==> src/rtl/ultrasonic_ranger_array.sv <==
// Round-robin ultrasonic ranger: fires one sensor at a time and measures echo width in whole cm.
// Latency: result 3 cycles after raw echo falls (2 sync + 1 record); min 1 cycle later, near 1 after that.
// Backpressure: none; dist_valid is a single-cycle strobe the consumer must take when it fires.
//
// Ports: clock/RESET (async, active low); enable starts a ranging cycle from IDLE; echo[] raw sensor
// inputs; trig[] one-hot trigger pulses; dist_* latest result; dist_all/chan_seen per-channel store;
// min_cm/min_chan nearest stored distance; near hysteresis proximity alarm.
module ultrasonic_ranger_array #(
  parameter  int CHANNELS        = 4,
  parameter  int CLKS_PER_US     = 50,
  parameter  int TRIG_US         = 10,
  parameter  int CLKS_PER_CM     = 2900,  // must be >= 2
  parameter  int MAX_CM          = 400,
  parameter  int RISE_TIMEOUT_US = 1000,
  parameter  int HOLDOFF_US      = 60000,
  parameter  int DIST_W          = 9,
  parameter  int NEAR_CM         = 30,
  parameter  int HYST_CM         = 5,
  localparam int CH_W            = (CHANNELS > 1) ? $clog2(CHANNELS) : 1
) (
  input  logic                       clock,
  input  logic                       RESET,
  input  logic                       enable,
  input  logic [CHANNELS-1:0]        echo,
  output logic [CHANNELS-1:0]        trig,
  output logic                       dist_valid,
  output logic [CH_W-1:0]            dist_chan,
  output logic [DIST_W-1:0]          dist_cm,
  output logic                       dist_timeout,
  output logic [CHANNELS*DIST_W-1:0] dist_all,
  output logic [CHANNELS-1:0]        chan_seen,
  output logic [DIST_W-1:0]          min_cm,
  output logic [CH_W-1:0]            min_chan,
  output logic                       near
);

  localparam int TRIG_CYC = TRIG_US * CLKS_PER_US;
  localparam int TMR_MAX  = (TRIG_CYC > RISE_TIMEOUT_US)
                          ? ((TRIG_CYC > HOLDOFF_US) ? TRIG_CYC : HOLDOFF_US)
                          : ((RISE_TIMEOUT_US > HOLDOFF_US) ? RISE_TIMEOUT_US : HOLDOFF_US);
  localparam int TMR_W    = $clog2(TMR_MAX + 1);
  localparam int US_W     = (CLKS_PER_US > 1) ? $clog2(CLKS_PER_US) : 1;
  localparam int CPC_W    = $clog2(CLKS_PER_CM);

  localparam logic [TMR_W-1:0]  TRIG_LAST = TMR_W'(TRIG_CYC - 1);
  localparam logic [TMR_W-1:0]  RISE_LAST = TMR_W'(RISE_TIMEOUT_US - 1);
  localparam logic [TMR_W-1:0]  HOLD_LAST = TMR_W'(HOLDOFF_US - 1);
  localparam logic [US_W-1:0]   US_LAST   = US_W'(CLKS_PER_US - 1);
  localparam logic [CPC_W-1:0]  CPC_LAST  = CPC_W'(CLKS_PER_CM - 1);
  localparam logic [CH_W-1:0]   LAST_CH   = CH_W'(CHANNELS - 1);
  localparam logic [DIST_W-1:0] MAX_D     = DIST_W'(MAX_CM);
  localparam logic [DIST_W-1:0] NEAR_D    = DIST_W'(NEAR_CM);
  localparam logic [DIST_W-1:0] CLEAR_D   = DIST_W'(NEAR_CM + HYST_CM);

  typedef enum logic [2:0] {S_IDLE, S_TRIG, S_WAIT_RISE, S_MEASURE, S_HOLDOFF} state_t;

  state_t              state;
  logic [CH_W-1:0]     cur;
  logic [TMR_W-1:0]    tmr;
  logic [DIST_W-1:0]   cm;
  logic [CPC_W-1:0]    cm_pre;
  logic [US_W-1:0]     us_pre;
  logic                us_tick;
  logic [CHANNELS-1:0] echo_m, echo_s;
  logic                echo_cur;
  logic                rec;
  logic [DIST_W-1:0]   rec_cm;
  logic                rec_to;
  logic [DIST_W-1:0]   scan_cm;
  logic [CH_W-1:0]     scan_ch;
  logic                scan_found;

  // Echo inputs are asynchronous to clock.
  always_ff @(posedge clock or negedge RESET) begin
    if (!RESET) begin
      echo_m <= '0;
      echo_s <= '0;
    end else begin
      echo_m <= echo;
      echo_s <= echo_m;
    end
  end

  // Free-running microsecond tick.
  always_ff @(posedge clock or negedge RESET) begin
    if (!RESET)       us_pre <= '0;
    else if (us_tick) us_pre <= '0;
    else              us_pre <= us_pre + 1'b1;
  end
  assign us_tick  = (us_pre == US_LAST);
  assign echo_cur = echo_s[cur];

  // Result decision. A count that has just reached MAX_CM is only a timeout if echo is still
  // high on the following cycle; a pulse of exactly MAX_CM cm reports MAX_CM without timeout.
  always_comb begin
    rec    = 1'b0;
    rec_cm = cm;
    rec_to = 1'b0;
    case (state)
      S_WAIT_RISE: if (!echo_cur && us_tick && tmr == RISE_LAST) begin
        rec    = 1'b1;
        rec_cm = MAX_D;
        rec_to = 1'b1;
      end
      S_MEASURE: if (!echo_cur) begin
        rec = 1'b1;
      end else if (cm == MAX_D) begin
        rec    = 1'b1;
        rec_cm = MAX_D;
        rec_to = 1'b1;
      end
      default: ;
    endcase
  end

  always_ff @(posedge clock or negedge RESET) begin
    if (!RESET) begin
      state        <= S_IDLE;
      cur          <= '0;
      tmr          <= '0;
      cm           <= '0;
      cm_pre       <= '0;
      trig         <= '0;
      dist_valid   <= 1'b0;
      dist_chan    <= '0;
      dist_cm      <= '0;
      dist_timeout <= 1'b0;
      dist_all     <= '0;
      chan_seen    <= '0;
    end else begin
      dist_valid <= 1'b0;
      if (rec) begin
        dist_all[cur*DIST_W +: DIST_W] <= rec_cm;
        chan_seen[cur]                 <= 1'b1;
        dist_chan                      <= cur;
        dist_cm                        <= rec_cm;
        dist_timeout                   <= rec_to;
        dist_valid                     <= 1'b1;
      end
      case (state)
        S_IDLE: if (enable) begin
          state <= S_TRIG;
          trig  <= CHANNELS'(1) << cur;
          tmr   <= '0;
        end
        // Trigger width is counted in cycles so it is exact regardless of tick phase.
        S_TRIG: if (tmr == TRIG_LAST) begin
          trig  <= '0;
          tmr   <= '0;
          state <= S_WAIT_RISE;
        end else begin
          tmr <= tmr + 1'b1;
        end
        S_WAIT_RISE: if (echo_cur) begin
          // The cycle that detects the rise is already the first echo-high cycle, so the
          // prescaler starts at one to keep each cm exactly CLKS_PER_CM cycles long.
          cm     <= '0;
          cm_pre <= CPC_W'(1);
          state  <= S_MEASURE;
        end else if (rec) begin
          tmr   <= '0;
          state <= S_HOLDOFF;
        end else if (us_tick) begin
          tmr <= tmr + 1'b1;
        end
        S_MEASURE: if (rec) begin
          tmr   <= '0;
          state <= S_HOLDOFF;
        end else if (cm_pre == CPC_LAST) begin
          cm_pre <= '0;
          cm     <= cm + 1'b1;
        end else begin
          cm_pre <= cm_pre + 1'b1;
        end
        S_HOLDOFF: if (us_tick) begin
          if (tmr == HOLD_LAST) begin
            tmr   <= '0;
            cur   <= (cur == LAST_CH) ? '0 : cur + 1'b1;
            state <= S_IDLE;
          end else begin
            tmr <= tmr + 1'b1;
          end
        end
        default: state <= S_IDLE;
      endcase
    end
  end

  // Nearest seen channel; strict compare keeps the lowest index on ties.
  always_comb begin
    scan_cm    = MAX_D;
    scan_ch    = '0;
    scan_found = 1'b0;
    for (int i = 0; i < CHANNELS; i++) begin
      if (chan_seen[i] && (!scan_found || dist_all[i*DIST_W +: DIST_W] < scan_cm)) begin
        scan_cm    = dist_all[i*DIST_W +: DIST_W];
        scan_ch    = CH_W'(i);
        scan_found = 1'b1;
      end
    end
  end

  always_ff @(posedge clock or negedge RESET) begin
    if (!RESET) begin
      min_cm   <= MAX_D;
      min_chan <= '0;
      near     <= 1'b0;
    end else begin
      min_cm   <= scan_cm;
      min_chan <= scan_ch;
      if (min_cm < NEAR_D)        near <= 1'b1;
      else if (min_cm >= CLEAR_D) near <= 1'b0;
    end
  end

endmodule
==> config.mk <==
export PLATFORM = sky130hd
export DESIGN_NAME = ultrasonic_ranger_array
export DESIGN_NICKNAME = d
export VERILOG_FILES = /design/src/rtl/ultrasonic_ranger_array.sv
export SDC_FILE = /design/constraint.sdc
export NUM_CORES = 1
export LEC_CHECK = 0
export CAP_MARGIN = 20
export CORE_ASPECT_RATIO = 0.75
export CORE_UTILIZATION = 45
export CTS_CLUSTER_SIZE = 25
export DETAILED_ROUTE_END_ITERATION = 16
export PLACE_DENSITY_LB_ADDON = 0.25
export SLEW_MARGIN = 20
export SYNTH_ARGS = -nofsm -noshare
export SYNTH_HDL_FRONTEND = slang
export SYNTH_SLANG_ARGS = --single-unit
==> constraint.sdc <==
create_clock -name clock -period 11.6 [get_ports clock]
set_input_delay 1.16 -clock clock [delete_from_list [all_inputs] [get_ports clock]]
set_output_delay 1.16 -clock clock [all_outputs]
set_load 0.01 [all_outputs]
==> run summary, run 1 <==
Share of synthesized area occupied by flip-flops and latches: 47.6%. Leaving out fill and tap cells, the most frequent cell in the layout is dfrtp_1. At the end of routability-driven placement, the weighted congestion stood at 0.864. The critical path is of the reg2reg type. The power density normalized to cell area was 136 nW/um^2; the number of violations of the max-capacitance limit was 0.

Summing over every cut layer, the via total after detailed routing is 5,312. The run gives 4.73 ns as the register-to-register path setup slack. For the combined flip-flop and latch cell area, the log shows 3130 um^2. The top cell type's share of synthesized area came out at 46.4%.

The transition time of the tightest slew-check pin was 0.985 ns. The biggest area contributor in the post-synthesis netlist is dfrtp_1. The number of routed nets with antenna violations was 0. At the end of the flow, the number of nets in the layout was 766. The cell area that synthesis handed to floorplanning was 6580 um^2. The number of endpoints with negative hold slack in the final report was 0; the proportion of synthesized flip-flops having asynchronous set or reset was 100%. In the global route stage, overall resource usage came out at 24.1%. Entering global routing, the biggest net connects 81 pins. Number of H-tree levels: 4. The count of buffer and inverter cells on the critical path was 3. The initial utilization of the core area, before any placement, comes to 47.1%. From synthesis to final layout, the design area changed by 22.2%. The HPWL after detailed placement was 12.7 mm. In this run, post-CTS repair resized a total of 0 instances. The highest cell delay on the worst timing path came out at 0.73 ns. The clock tree root buffer cell is clkbuf_16. In the synthesized netlist, the number of instances is 650. After synthesis, the mean cell area works out to 10.1 um^2. Number of fill cells in the layout: 1,174. The number of nets produced by synthesis was 695; the latest clock arrival within the worst-skew pair was 0.42 ns. The commonest register cell after synthesis was dfrtp_1. In this design, the largest share of critical-path delay is due to compound AO/OA/AOI/OAI gates. The finished layout holds 929 standard cells, fillers aside. In this run the tool buffered the top-level ports with 75 buffer cells. Number of slew-limit violations in the final report: 0. Summing all multi-input logic gate instances after layout gives 3170 um^2. The type of the most critical hold path was reg2reg. Among the stages of the critical path, the cell type that occurs most often is a21o_1. The worst path needs 6.87 ns of the cycle, external delays included. The clock net in this run drives a total of 125 sinks. The initialized floorplan defines 37 standard-cell rows. Yosys mapped the design onto 70 distinct sky130hd cell types. The logs give 2 for the largest buffer count on any clock path and 0.00370 uW for the leakage power figure.

The core region is 14,000 um^2. Nature of the critical path endpoint: a flip-flop. Along the worst path, the maximum fanout reaches 18. The fmax was 145 MHz; the clock transition at the registers of the reported paths was 0.06 ns. The count of routing violations after the opening detailed-route iteration is 522, and the synthesis warning total is 0. The synthesized design contains 125 register bits.

The total clock buffers created by CTS is 17, and the die height is 107 um. The number of antenna violations at the first check in global routing came out at 0. Setup violations remaining at the end of the flow were counted as 0. The data arrival at the endpoint of the critical path came out at 7.15 ns.

Data on the critical path is required at its endpoint by 11.88 ns. 76 I/O pins were placed. The part of the cycle the worst path needs came out at 59.3%.

Among all stages on the critical path, the largest delay is contributed by a21boi_1. On the final layout, the worst clock skew is 0.00923 ns. The total overflow reported by the global router is 0. After detailed routing, the number of remaining DRC violations is 0.

The run gives 15,100 um^2 as the floorplan die area. The via density per instance was 5.72; the first-pass GRT wire length was 27.4 mm. The routed design has 17.2 mm of wire. In this run the tightest slew margin relative to its limit is 34.3%. The first TritonRoute pass finished after 5 iterations. TritonCTS built the clock tree. The post-route netlist has 8.86% of its cells at a drive strength greater than 1. The number of enable flip-flop cells after synthesis was 0; the mean routed wirelength per cell was 18.5 um. STA classifies the critical path startpoint as a flip-flop. Sorting the synthesized cells by area gives the leading types as dfrtp_1 46%, ha_1 7.2%, nand2_1 4.2%, a22o_1 4.0%, o21ai_0 3.0%.

The worst-case IR drop observed on VDD is 117 uV. The total inserted antenna cells is 0. Hold repair after CTS inserted 0 buffers. Placed instance count: 896. The die span in x came out at 142 um.

The library cells used most frequently in the layout, excluding fill and tap cells, are 122 x dfrtp_1, 74 x nand2_1, 74 x clkdlybuf4s50_1, 47 x nor2_1, 40 x o21ai_0. The tools report the number of global-route vias before repair as 5,074. Setup repair after global routing left no endpoint under its margin.

In this run the post-CTS setup repair buffer count came out at 0. The run finished with clean final reports. For the final routed database, the setup TNS stands at 0 ns.
==> registers in the layout (all words and copies together) (netlist names), 3 cells and up <==
name	flops
dist_all	36
tmr	16
cm_pre	12
cm	9
dist_cm	9
min_cm	9
us_pre	6
chan_seen	4
echo_m	4
echo_s	4
trig	4
state	3
==> path summary, 6_finish.rpt <==
kind                              startpoint      endpoint  depth (start not counted)
worst max-delay path            chan_seen[0]     min_cm[6]                         26
worst min-delay path               echo_m[3]     echo_s[3]                          0
worst max register to register  chan_seen[0]     min_cm[6]                         26
worst min register to register     echo_m[3]     echo_s[3]                          0
max in group asynchronous              RESET  dist_all[12]                          2
min in group asynchronous              RESET       tmr[11]                          1
==> layer usage <==
layer | part of all wire [%] | track usage [%] | wire [um]
met5 | 0 | 0 | 0
met4 | 1.2 | 6.37 | 200
met3 | 6.2 | 6.03 | 1060
met2 | 42 | 33.5 | 7190
met1 | 51 | 36.7 | 8710
==> cell type report <==
class	count	area share [%]
inverters	34	1.59
repair buffers	77	9.50
flip-flops and latches	125	39.0
clock buffers	20	5.81
clock inverters	12	1.68
multi-input cells	466	39.4
well taps	195	3.04
==> metrics by stage <==
step	setup slack, ns	instance area, um^2	hold WS [ns]	util (%)	power (uW)
finish	4.73	8040	0.345	57.5	1090
global route	3.99	8040	0.353	57.5	1130
CTS	4.49	8030	0.344	57.4	1100
detailed placement	4.49	7430	0.338	53.1	566
global placement	4.71	7430	0.334	53.1	561
floorplan	5.66	6580	0.331	-	532
==> synthesized netlist by cell type (7+ instances only) <==
cell,n
o31ai_1,19
ha_1,38
a21oi_1,19
a21o_1,8
nor3_1,8
or3_1,10
nand4_1,13
o21ai_1,9
xor2_1,10
buf_6,7
mux2i_1,19
nor2b_1,10
clkbuf_1,13
nand3_1,18
a22o_1,30
and3_1,13
dfrtp_1,122
o21ai_0,40
nor2_1,47
nand2_1,74
inv_1,33
==> cells by family (layout without fill, tap and decap cells) <==
kind of cell	after synthesis	in the layout	synth area share, %
multiplexers	20	20	3.23
buffers and inverters	59	143	4.24
AO/OA/AOI/OAI	156	156	16.3
adder cells (fa/ha/maj)	38	38	7.23
XOR/XNOR	15	15	2.00
AND/OR/NAND/NOR	237	237	19.4
flip-flops	125	125	47.6
==> report_power, final <==
part,total (uW),internal (uW),switching [uW]
sequential,485,458,27.1
combinational,74.4,31.3,43.1
clock,533,334,198
No activity file was read; power rests on OpenSTA's default activity.
==> inputs of run 2 (changes only) <==
==> constraint.sdc (replaced) <==
create_clock -name clock -period 5.7 [get_ports clock]
set_input_delay 0.57 -clock clock [delete_from_list [all_inputs] [get_ports clock]]
set_output_delay 0.57 -clock clock [all_outputs]
set_load 0.01 [all_outputs]
==> run summary, run 2 (same netlist as run 1, synthesis figures left out) <==
The overall global routing resource usage is 23.9% (-0.15 points), and the part of the cycle the worst path needs is 97.1% (+38 points). The tools report the HPWL after detailed placement as 12.6 mm (-0.85%). Shortest clock period the worst path allows after layout: 5.54 ns (-1.34 ns).

The cell type with the highest occurrence count on the critical path was a21o_1. The number of global-route vias before repair came out at 5,184 (+2.2%). The data arrival at the endpoint of the critical path is 5.83 ns (-1.32 ns). The tools report the count of TritonRoute iterations in the first routing pass as 5 (unchanged). Type of the most critical hold path: in2async.

The critical path is of the reg2reg type. STA classifies the critical path endpoint as a flip-flop. The leakage power figure is 0.00378 uW (+2.3%), and the clock skew is 0.00707 ns (-0.00216 ns).

The flow ran to the end, and the final reports show no timing, DRC or antenna violations. The library cell used most frequently in the layout, excluding fill and tap cells, is dfrtp_1. The die span in x was 142 um (unchanged); the die height was 107 um (unchanged). The power density normalized to cell area is 278 nW/um^2 (+100%). The logs give 0 (unchanged) for the number of slew-limit violations in the final report and 5.99 ns (-5.89 ns) for the data required time at the worst endpoint. The mean routed wirelength per cell was 18.3 um (-0.82%). The clock transition at the registers of the reported paths was 0.06 ns (about the same); the clock network fraction of design power was 49.8% (+1.0 points). The clock tree root buffer cell is clkbuf_16. For this design, the slowest cell found on the critical path is dfrtp_2.

The share of total power consumed by net switching is 23.5% (-1.1 points), and the clock sink count is 125 (unchanged). First-pass GRT wire length: 27.3 mm (-0.55%). The via density per instance works out to 5.68 (-0.58%).

The count of buffers from port buffering works out to 75 (unchanged). Ranked by flip-flop count, first place goes to dist_all. The top cell types in the final layout, fill and taps aside, are 121 x dfrtp_1, 74 x clkdlybuf4s50_1, 73 x nand2_1, 47 x nor2_1, 38 x ha_1. The floorplan die area is 15,100 um^2 (unchanged). The tools report the setup TNS as 0 ns (unchanged). The run gives 538 uW (+100%) as the net switching component of the power.

TritonCTS built the clock tree. The number of rows created at floorplan is 37 (unchanged), and the share of cells above drive strength 1 is 12.2% (+3.3 points). The total clock buffers created by CTS was 17 (unchanged); the largest buffer count on any clock path was 2 (unchanged). The worst ir drop on vdd is 227 uV (+95%).

The number of endpoints with negative hold slack in the final report is 0 (unchanged). The core box area came out at 14,000 um^2 (unchanged). Largest driver fanout on the critical path: 14 (-4). The nature of the critical path startpoint was a flip-flop. The normalized max-slew margin was 46.4% (+12 points). The count of routing violations after the opening detailed-route iteration is 347 (-34%), and the number of vias in the routed layout is 5,355 (+0.81%). The number of flip-flops in the largest register is 36 (unchanged). The number of antenna violations at the first check in global routing is 0 (unchanged), and the latest clock arrival within the worst-skew pair is 0.42 ns (about the same).

The logs give 779 (+1.7%) for the post-layout net count and 65 (-20%) for the largest net degree at the start of global routing. The fmax is 181 MHz (+24%). Total overflow reported by the global router: 0 (unchanged). For the cell-internal power, the log shows 1750 uW (+110%).

The transition time of the tightest slew-check pin came out at 0.804 ns (-0.181 ns). The number of routed nets with antenna violations was 0 (unchanged). The starting density of the core was 47.1% (unchanged); the total inserted antenna cells was 0 (unchanged). The run gives 43.1% (-1.3 points) as the sequential share of power.

The area added between synthesis and finish was 25.3%; the DRC violations left was 0 (unchanged). The smallest hold slack was 0.234 ns (-0.112 ns); the number of failing setup endpoints in the final timing report was 0 (unchanged). The logs give 4 (unchanged) for the number of H-tree levels and 0 (unchanged) for the number of violations of the max-capacitance limit.

The highest cell delay on the worst timing path is 0.41 ns (-0.32 ns), and the number of primary I/O pins is 76 (unchanged). In the final layout, the registers with the most flip-flops are dist_all: 36 flops, tmr: 16 flops, cm_pre: 12 flops. The logs give 0.898 (+4.0%) for the final weighted congestion in routability-driven placement and 17.3 mm (+0.57%) for the wire length after detailed routing. The combinational share of power is 7.1% (+0.3 points). For the hold-fix buffer count after cts, the log shows 0 (unchanged).
-- run 2: worst paths after layout --
| path | from | to | slack (ns) | cells past startpoint |
|---|---|---|---|---|
| max reg2reg | chan_seen[0] | min_cm[3] | 0.16 | 26 |
| min reg2reg | echo_m[3] | echo_s[3] | 0.35 | 0 |
| max | chan_seen[0] | min_cm[3] | 0.16 | 26 |
| max in group asynchronous | RESET | chan_seen[0] | 4.10 | 2 |
| min in group clock | echo_m[3] | echo_s[3] | 0.35 | 0 |
| min | RESET | echo_s[0] | 0.23 | 1 |
-- run 2: worst max-delay path, delay by kind of cell, from the launching register on --
family	cells	cell delay [ns]
simple gates	4	0.71
mux	3	0.66
buf+inv	4	0.59
flops	1	0.41
fa+ha+maj	3	0.90
compound gates	12	2.16
-- run 2: layout make-up --
cell class                 count  area [um^2]
fill                        1190         5740
multi-input combinational    467         3250
sequential                   125         3130
timing repair buffer          89          867
clock buffer                  21          460
tap                          195          244
clock inverter                11          164
inverter                      34          128
-- run 2: layer usage --
| metal | part of all wire (%) | wire length, um | up-vias | GRT usage [%] |
|---|---|---|---|---|
| li1 | - | - | 2515 | - |
| met1 | 47 | 8070 | 2638 | 33.1 |
| met2 | 45 | 7730 | 175 | 35.9 |
| met3 | 7.1 | 1230 | 27 | 7.01 |
| met4 | 1.4 | 236 | 0 | 7.76 |
| met5 | 0 | 0 | - | 0 |
-- run 2: power by group through the flow --
stage | registers [uW] | clock network (uW) | logic (uW)
6_report | 987 | 1140 | 163
5_1_grt | 993 | 1200 | 184
4_1_cts | 985 | 1160 | 158
3_5_place_dp | 1000 | 0 | 156
3_3_place_gp | 996 | 0 | 148
2_1_floorplan | 984 | 0 | 100
-- run 2: repair_timing --
item,4_1_cts,5_1_grt
setup buffers,0,4
gates resized for setup,2,18
endpoints found under the hold margin,0,0
endpoints found under the setup margin,11,11
gates cloned,0,1
pin swaps,0,5
-- run 2: stage by stage --
stage	area, um^2	power, uW	utilization, %	instances	worst slack [ns]
floorplan	6590	1080	-	650	0.0386
global placement	7510	1140	53.7	905	0.135
detailed placement	7510	1160	53.7	905	-0.149
CTS	8140	2300	58.3	937	0.00714
global route	8240	2380	59.0	942	-0.110
finish	8240	2290	59.0	942	0.163
==> inputs of run 3 (changes only) <==
--- a/config.mk
+++ b/config.mk
@@ -8,6 +8,7 @@
 export CAP_MARGIN = 20
 export CORE_ASPECT_RATIO = 0.75
 export CORE_UTILIZATION = 45
+export CTS_BUF_LIST = sky130_fd_sc_hd__clkbuf_8
 export CTS_CLUSTER_SIZE = 25
 export DETAILED_ROUTE_END_ITERATION = 16
 export PLACE_DENSITY_LB_ADDON = 0.25
==> run summary, run 3 (same netlist as run 1, synthesis figures left out) <==
The flow ran to the end, and the final reports show no timing, DRC or antenna violations. The tools report the number of rows created at floorplan as 37 (unchanged). Number of antenna violations at the first check in global routing: 0 (unchanged). The overall global routing resource usage is 23.7% (-0.18 points), and the number of endpoints with negative hold slack in the final report is 0 (unchanged). Register ranked first by flip-flop count: dist_all. The nature of the critical path endpoint was a flip-flop. The number of failing setup endpoints in the final timing report came out at 0 (unchanged). Most common cell after layout, fill and taps aside: dfrtp_1. For the first-pass GRT wire length, the log shows 27.3 mm (about the same).

The largest net degree at the start of global routing is 65 (unchanged), and the floorplan die area is 15,100 um^2 (unchanged). The shortest clock period the worst path allows after layout was 5.52 ns (-0.0206 ns); the finished layout cell area was 8060 um^2 (-2.2%). The count of TritonRoute iterations in the first routing pass was 4 (-1); the die height was 107 um (unchanged). The post-place instance area came out at 7510 um^2 (unchanged). By startpoint and endpoint, the worst setup path is classified as reg2reg. For the total inserted antenna cells, the log shows 0 (unchanged). The post-layout net count is 780 (+0.13%), and the largest buffer count on any clock path is 2 (unchanged).

Total power of the final layout: 2000 uW (-13%). The tools report the latest clock arrival within the worst-skew pair as 0.43 ns (about the same). The DRC violations left was 0 (unchanged); the clock skew was 0.00865 ns (+0.00158 ns).

The cell type with the highest occurrence count on the critical path was a21o_1. The highest cell delay on the worst timing path is 0.43 ns (+0.02 ns), and the normalized max-slew margin is 46.6% (+0.22 points). The post-placement setup slack was -0.149 ns (unchanged). The via density per instance was 5.66 (-0.40%); the mean routed wirelength per cell was 18.2 um (-0.53%). The number of H-tree levels was 4 (unchanged); the number of vias in the routed layout was 5,339 (-0.30%). The hold-fix buffer count after cts was 0 (unchanged).

Leaving out fill and tap cells, the most frequent cells in the layout are 121 x dfrtp_1, 74 x clkdlybuf4s50_1, 73 x nand2_1, 47 x nor2_1, 38 x ha_1. The power density normalized to cell area works out to 248 nW/um^2 (-11%). The number of cell instances on the worst register-to-register path is 27 (+3.8%), and the total overflow reported by the global router is 0 (unchanged).

The run gives 76 (unchanged) as the number of primary I/O pins. The die span in x came out at 142 um (unchanged). The slowest stage of the critical path belongs to the cell dfrtp_2. The total clock buffers created by CTS was 17 (unchanged). The logs give 47.1% (unchanged) for the starting density of the core and 0.213 ns (-0.0208 ns) for the smallest hold slack. The tightest min-delay check is of the in2async type. The tree is rooted in a clkbuf_8. The clock sink count is 125 (unchanged). Count of routing violations after the opening detailed-route iteration: 305 (-12%). Worst ir drop on vdd: 208 uV (-8.7%). The tools report the number of fill cells in the layout as 1,212 (+1.8%).

The logs give 14,000 um^2 (unchanged) for the core box area and 17.2 mm (-0.42%) for the wire length after detailed routing. The count of buffers from port buffering works out to 75 (unchanged). The part of the cycle the worst path needs is 96.8% (-0.36 points), and the slack of the critical path is 0.184 ns (+0.0206 ns). The leakage power figure was 0.00371 uW (-1.9%). The logs give 0 ns (unchanged) for the setup TNS and 0.898 (unchanged) for the final weighted congestion in routability-driven placement. The run gives 5,218 (+0.66%) as the number of global-route vias before repair. In the final layout, the registers with the most flip-flops are dist_all: 36 flops, tmr: 16 flops, cm_pre: 12 flops. The HPWL after detailed placement was 12.6 mm (unchanged). TritonCTS built the clock tree.

Number of violations of the max-capacitance limit: 0 (unchanged). The number of slew-limit violations in the final report was 0 (unchanged); the area added between synthesis and finish was 22.5%. The data arrival at the endpoint of the critical path is 5.83 ns (about the same). The transition time of the tightest slew-check pin is 0.801 ns (-0.00335 ns), and the largest driver fanout on the critical path is 14 (unchanged). The combined flip-flop and latch cell area is 3130 um^2 (unchanged).

The fmax was 181 MHz (+0.37%); the area taken by multi-input logic gates was 3250 um^2 (unchanged). The number of flip-flops in the largest register was 36 (unchanged). The worst setup path is launched from a flip-flop. The clock transition at the registers of the reported paths was 0.07 ns (about the same). The number of routed nets with antenna violations is 0 (unchanged). The share of cells above drive strength 1 was 12.3% (+0.12 points); the data required time at the worst endpoint was 6.02 ns (+0.03 ns).
-- run 3: final timing paths --
check,startpoint,endpoint,slack (ns)
max in group asynchronous,RESET,chan_seen[0],4.13
hold reg to reg,echo_m[0],echo_s[0],0.35
setup reg to reg,chan_seen[0],min_cm[3],0.18
min in group clock,echo_m[0],echo_s[0],0.35
setup / recovery,chan_seen[0],min_cm[3],0.18
hold / removal,RESET,echo_s[0],0.21
-- run 3: timing repair --
action,4_1_cts,5_1_grt
setup buffers,0,5
endpoints found under the setup margin,11,11
cloned,0,1
endpoints found under the hold margin,0,0
pin swaps,0,5
resized for setup,2,18
-- run 3: where the power goes --
| part | leakage (uW) | internal, uW | total, uW | switching, uW |
|---|---|---|---|---|
| clock | 0.000224 | 495 | 848 | 353 |
| combinational | 0.00181 | 69.0 | 162 | 92.5 |
| sequential | 0.00168 | 931 | 986 | 55.1 |
| total | 0.00371 | 1490 | 2000 | 501 |
-- run 3: per-layer routing --
metal  wire length, um  track usage [%]  share of wire, %  up-vias
met4               262             8.53               1.5        0
li1                  -                -                 -     2514
met2              7740             36.2                45      183
met5                 0                0                 0        -
met1              8110             32.8                47     2619
met3              1070             5.94               6.2       23
-- run 3: worst max-delay path, delay by kind of cell, from the launching register on --
family | cells | cell delay [ns]
adders and majority gates | 3 | 0.90
AOI/OAI and AO/OA | 14 | 2.59
muxes | 2 | 0.40
DFF | 1 | 0.43
and+or+nand+nor | 3 | 0.41
buffers and inverters | 5 | 0.65
-- run 3: per-stage QoR --
stage / utilization, % / instances
after floorplan: - / 650
after detailed placement: 53.7 / 905
after global placement: 53.7 / 905
after global routing: 57.7 / 943
after CTS: 56.9 / 937
final: 57.7 / 943
-- run 3: cell type report --
cell class	count	share of cell area [%]
clock inverter	13	2.13
timing repair buffer	90	10.9
clock buffer	19	3.24
inverter	34	1.58
sequential	125	38.9
tap	195	3.03
multi-input combinational	467	40.3
==> edit: new RTL, config.mk and constraints of run 3 <==
Put one more register stage on the output `chan_seen`, cleared by the reset. The value now appears one clock later. The other outputs are not delayed to match.
--- a/src/rtl/ultrasonic_ranger_array.sv
+++ b/src/rtl/ultrasonic_ranger_array.sv
@@ -54,6 +54,8 @@
 
   typedef enum logic [2:0] {S_IDLE, S_TRIG, S_WAIT_RISE, S_MEASURE, S_HOLDOFF} state_t;
 
+  logic [CHANNELS-1:0] chan_seen_s0;
+
   state_t              state;
   logic [CH_W-1:0]     cur;
   logic [TMR_W-1:0]    tmr;
@@ -126,12 +128,12 @@
       dist_cm      <= '0;
       dist_timeout <= 1'b0;
       dist_all     <= '0;
-      chan_seen    <= '0;
+      chan_seen_s0 <= '0;
     end else begin
       dist_valid <= 1'b0;
       if (rec) begin
         dist_all[cur*DIST_W +: DIST_W] <= rec_cm;
-        chan_seen[cur]                 <= 1'b1;
+        chan_seen_s0[cur]                 <= 1'b1;
         dist_chan                      <= cur;
         dist_cm                        <= rec_cm;
         dist_timeout                   <= rec_to;
@@ -192,7 +194,7 @@
     scan_ch    = '0;
     scan_found = 1'b0;
     for (int i = 0; i < CHANNELS; i++) begin
-      if (chan_seen[i] && (!scan_found || dist_all[i*DIST_W +: DIST_W] < scan_cm)) begin
+      if (chan_seen_s0[i] && (!scan_found || dist_all[i*DIST_W +: DIST_W] < scan_cm)) begin
         scan_cm    = dist_all[i*DIST_W +: DIST_W];
         scan_ch    = CH_W'(i);
         scan_found = 1'b1;
@@ -213,4 +215,12 @@
     end
   end
 
+  always_ff @(posedge clock or negedge RESET) begin
+    if (!RESET) begin
+      chan_seen <= '0;
+    end else begin
+      chan_seen <= chan_seen_s0;
+    end
+  end
+
 endmodule
Check against the original RTL: same outputs for any inputs over 4 cycles, from zero or initial values and one cycle with RESET low; that may be too few to reach the edited logic, so the function may still have changed.
==> edit against run 3 <==
Cell area decreased by 0.29%; hold slack worse by 0.039 ns; synthesized area up 0.23%; global-route usage grew 0.98 points; maximum frequency is 1.9% higher; routed wire length is 1.9% higher; sequential cell count grew 4; setup slack improved by 0.10 ns; critical endpoint unchanged; largest cell class is now sequential cells; highest routed layer unchanged.
Power is not compared: it rests on default switching activity, and its combinational part moved more than twofold at a synthesized area within 25%.
==> edit: results (changes against run 3) <==
RUN STATUS
------------------------------------------------------------------------------------
Status                                                                  complete, no violations   unchanged

LOGIC SYNTHESIS
------------------------------------------------------------------------------------
Ranking of synthesized cells by area                                    dfrtp_1 (48%), ha_1 (7.2%), nand2_1 (5.4%), o21ai_0 (3.6%), mux2i_1 (3.0%)   was dfrtp_1 (46%), ha_1 (7.2%), nand2_1 (4.2%), a22o_1 (4.0%), o21ai_0 (3.0%)
Mapped Nets                                                                      710   was 695
Sequential-to-total area share from yosys stat                                 49.0%   was 47.6%
Syn Inst Count                                                                   665   was 650
Number of warnings printed during yosys synthesis                                  0   unchanged
Top cells by count, synth                                               dfrtp_1 (126), nand2_1 (94), o21ai_0 (48)   was dfrtp_1 (122), nand2_1 (74), nor2_1 (47)
Number of different library cells in the post-synthesis netlist                   66   was 70

WORST HOLD PATH
------------------------------------------------------------------------------------
Path type of the worst min-delay path                                       in2async   unchanged

GLOBAL ROUTE
------------------------------------------------------------------------------------
Largest net degree at the start of global routing                                 83   was 65
Global-route wire length before repair                                     28,500 µm   was 27,300 µm
Aggregate global-route resource usage                                          24.7%   was 23.7%
Number of antenna violations at the first check in global routing                  0   unchanged
Number of global-route vias before repair                                      5,222   was 5,218

CELLS AND AREA
------------------------------------------------------------------------------------
Number of nets at the end of the flow                                            800   was 780
Sequential Area                                                             3230 µm²   was 3130 µm²
Inserted Diodes                                                                    0   unchanged
Number of inserted filler cells in the final layout                            1,245   was 1,212
Share of final-layout standard cells stronger than drive strength 1            12.1%   was 12.3%

ROUTING
------------------------------------------------------------------------------------
Average via count per standard cell                                             5.61   was 5.66
First drt pass iteration count                                                     5   was 4
DR iter-0 viols                                                                  471   was 305
Wire length after detailed routing                                         17,500 µm   was 17,200 µm
Wirelength per Cell                                                          18.2 µm   about the same

WORST SETUP PATH
------------------------------------------------------------------------------------
Max Fanout on Critical Path                                                        7   was 14
Cell with the biggest individual delay on the critical path                  dfrtp_2   unchanged
Cell family with most CP delay                                          compound AO/OA/AOI/OAI gates   unchanged
Slowest stage delay, CP                                                      0.45 ns   was 0.43 ns
Launching instance or port of the critical path                         chan_seen_s0[0]   was chan_seen[0]
Data arrival time of the critical path                                       5.73 ns   was 5.83 ns

PLACE
------------------------------------------------------------------------------------
Weighted congestion at the end of routability-driven global placement          0.950   was 0.898
Cell count after placement                                                       921   was 905
Post-place setup slack                                                     -0.113 ns   was -0.149 ns
# port buffers                                                                    75   unchanged
Estimated wirelength of the detail-placed design                           13,000 µm   was 12,600 µm
Post-detailed-placement cell area                                           7540 µm²   was 7510 µm²

STA
------------------------------------------------------------------------------------
Worst Tran Pin Value                                                        0.838 ns   was 0.801 ns
Final slew viol count                                                              0   unchanged
Final worst clock skew                                                     0.0158 ns   was 0.00865 ns

PWR
------------------------------------------------------------------------------------
Total leakage power                                                          3.60 nW

CLOCK TREE
------------------------------------------------------------------------------------
Clock latency at the later pin of the worst-skew pair                        0.44 ns
Number of clock buffers inserted by TritonCTS                                     17   unchanged

-- edit: changes by cell type after synthesis, moves of 6 or more --
| cell | delta |
|---|---|
| o21ai_2 | +9 |
| o21ai_0 | +8 |
| or3_1 | -6 |
| a22o_1 | -13 |
| o31ai_1 | -7 |
| nand2b_1 | +7 |
| nand2_1 | +20 |
-- edit: power by group through the flow --
stage          combinational (mW)  sequential (mW)  clock (mW)
3_5_place_dp               0.0254            0.936           0
3_3_place_gp               0.0245            0.936           0
6_report                   0.0240            0.918       0.713
4_1_cts                    0.0253            0.918       0.727
5_1_grt                    0.0283            0.918       0.771
2_1_floorplan             0.00165            0.936           0
-- edit: final timing paths --
check,end,slack (ns),cells past startpoint
max,min_cm[3],0.29,27
min,cm_pre[11],0.17,1
max reg2reg,min_cm[3],0.29,27
min reg2reg,echo_s[3],0.35,0
max in group asynchronous,chan_seen[3],4.42,2
min in group clock,echo_s[3],0.35,0
-- edit: timing repair --
action                                  CTS  global route
resized for setup                         3            20
setup buffers                             0             8
endpoints found under the setup margin   10            11
pin swaps                                 1             4
cloned                                    1             1
-- edit: cell type report --
| cell class | instances | area share [%] |
|---|---|---|
| inverter | 37 | 1.73 |
| sequential | 129 | 40.2 |
| clock inverter | 13 | 1.29 |
| timing repair buffer | 92 | 11.0 |
| tap | 195 | 3.04 |
| clock buffer | 19 | 3.25 |
| multi-input combinational | 478 | 39.5 |
-- edit: cell families after synthesis --
group | Yosys count | share of synthesized area, %
flops | 129 | 49.0
mux | 22 | 3.55
fa+ha+maj | 38 | 7.21
simple gates | 246 | 18.9
buf+inv | 59 | 3.83
xor+xnor | 16 | 2.13
compound gates | 155 | 15.4
-- edit: per-layer routing --
metal	part of all wire (%)	vias up	global-route usage (%)
met5	0	-	0
met4	0.68	0	6.37
met3	6.7	9	5.72
met2	43	162	35.8
met1	50	2684	37.0
li1	-	2547	-
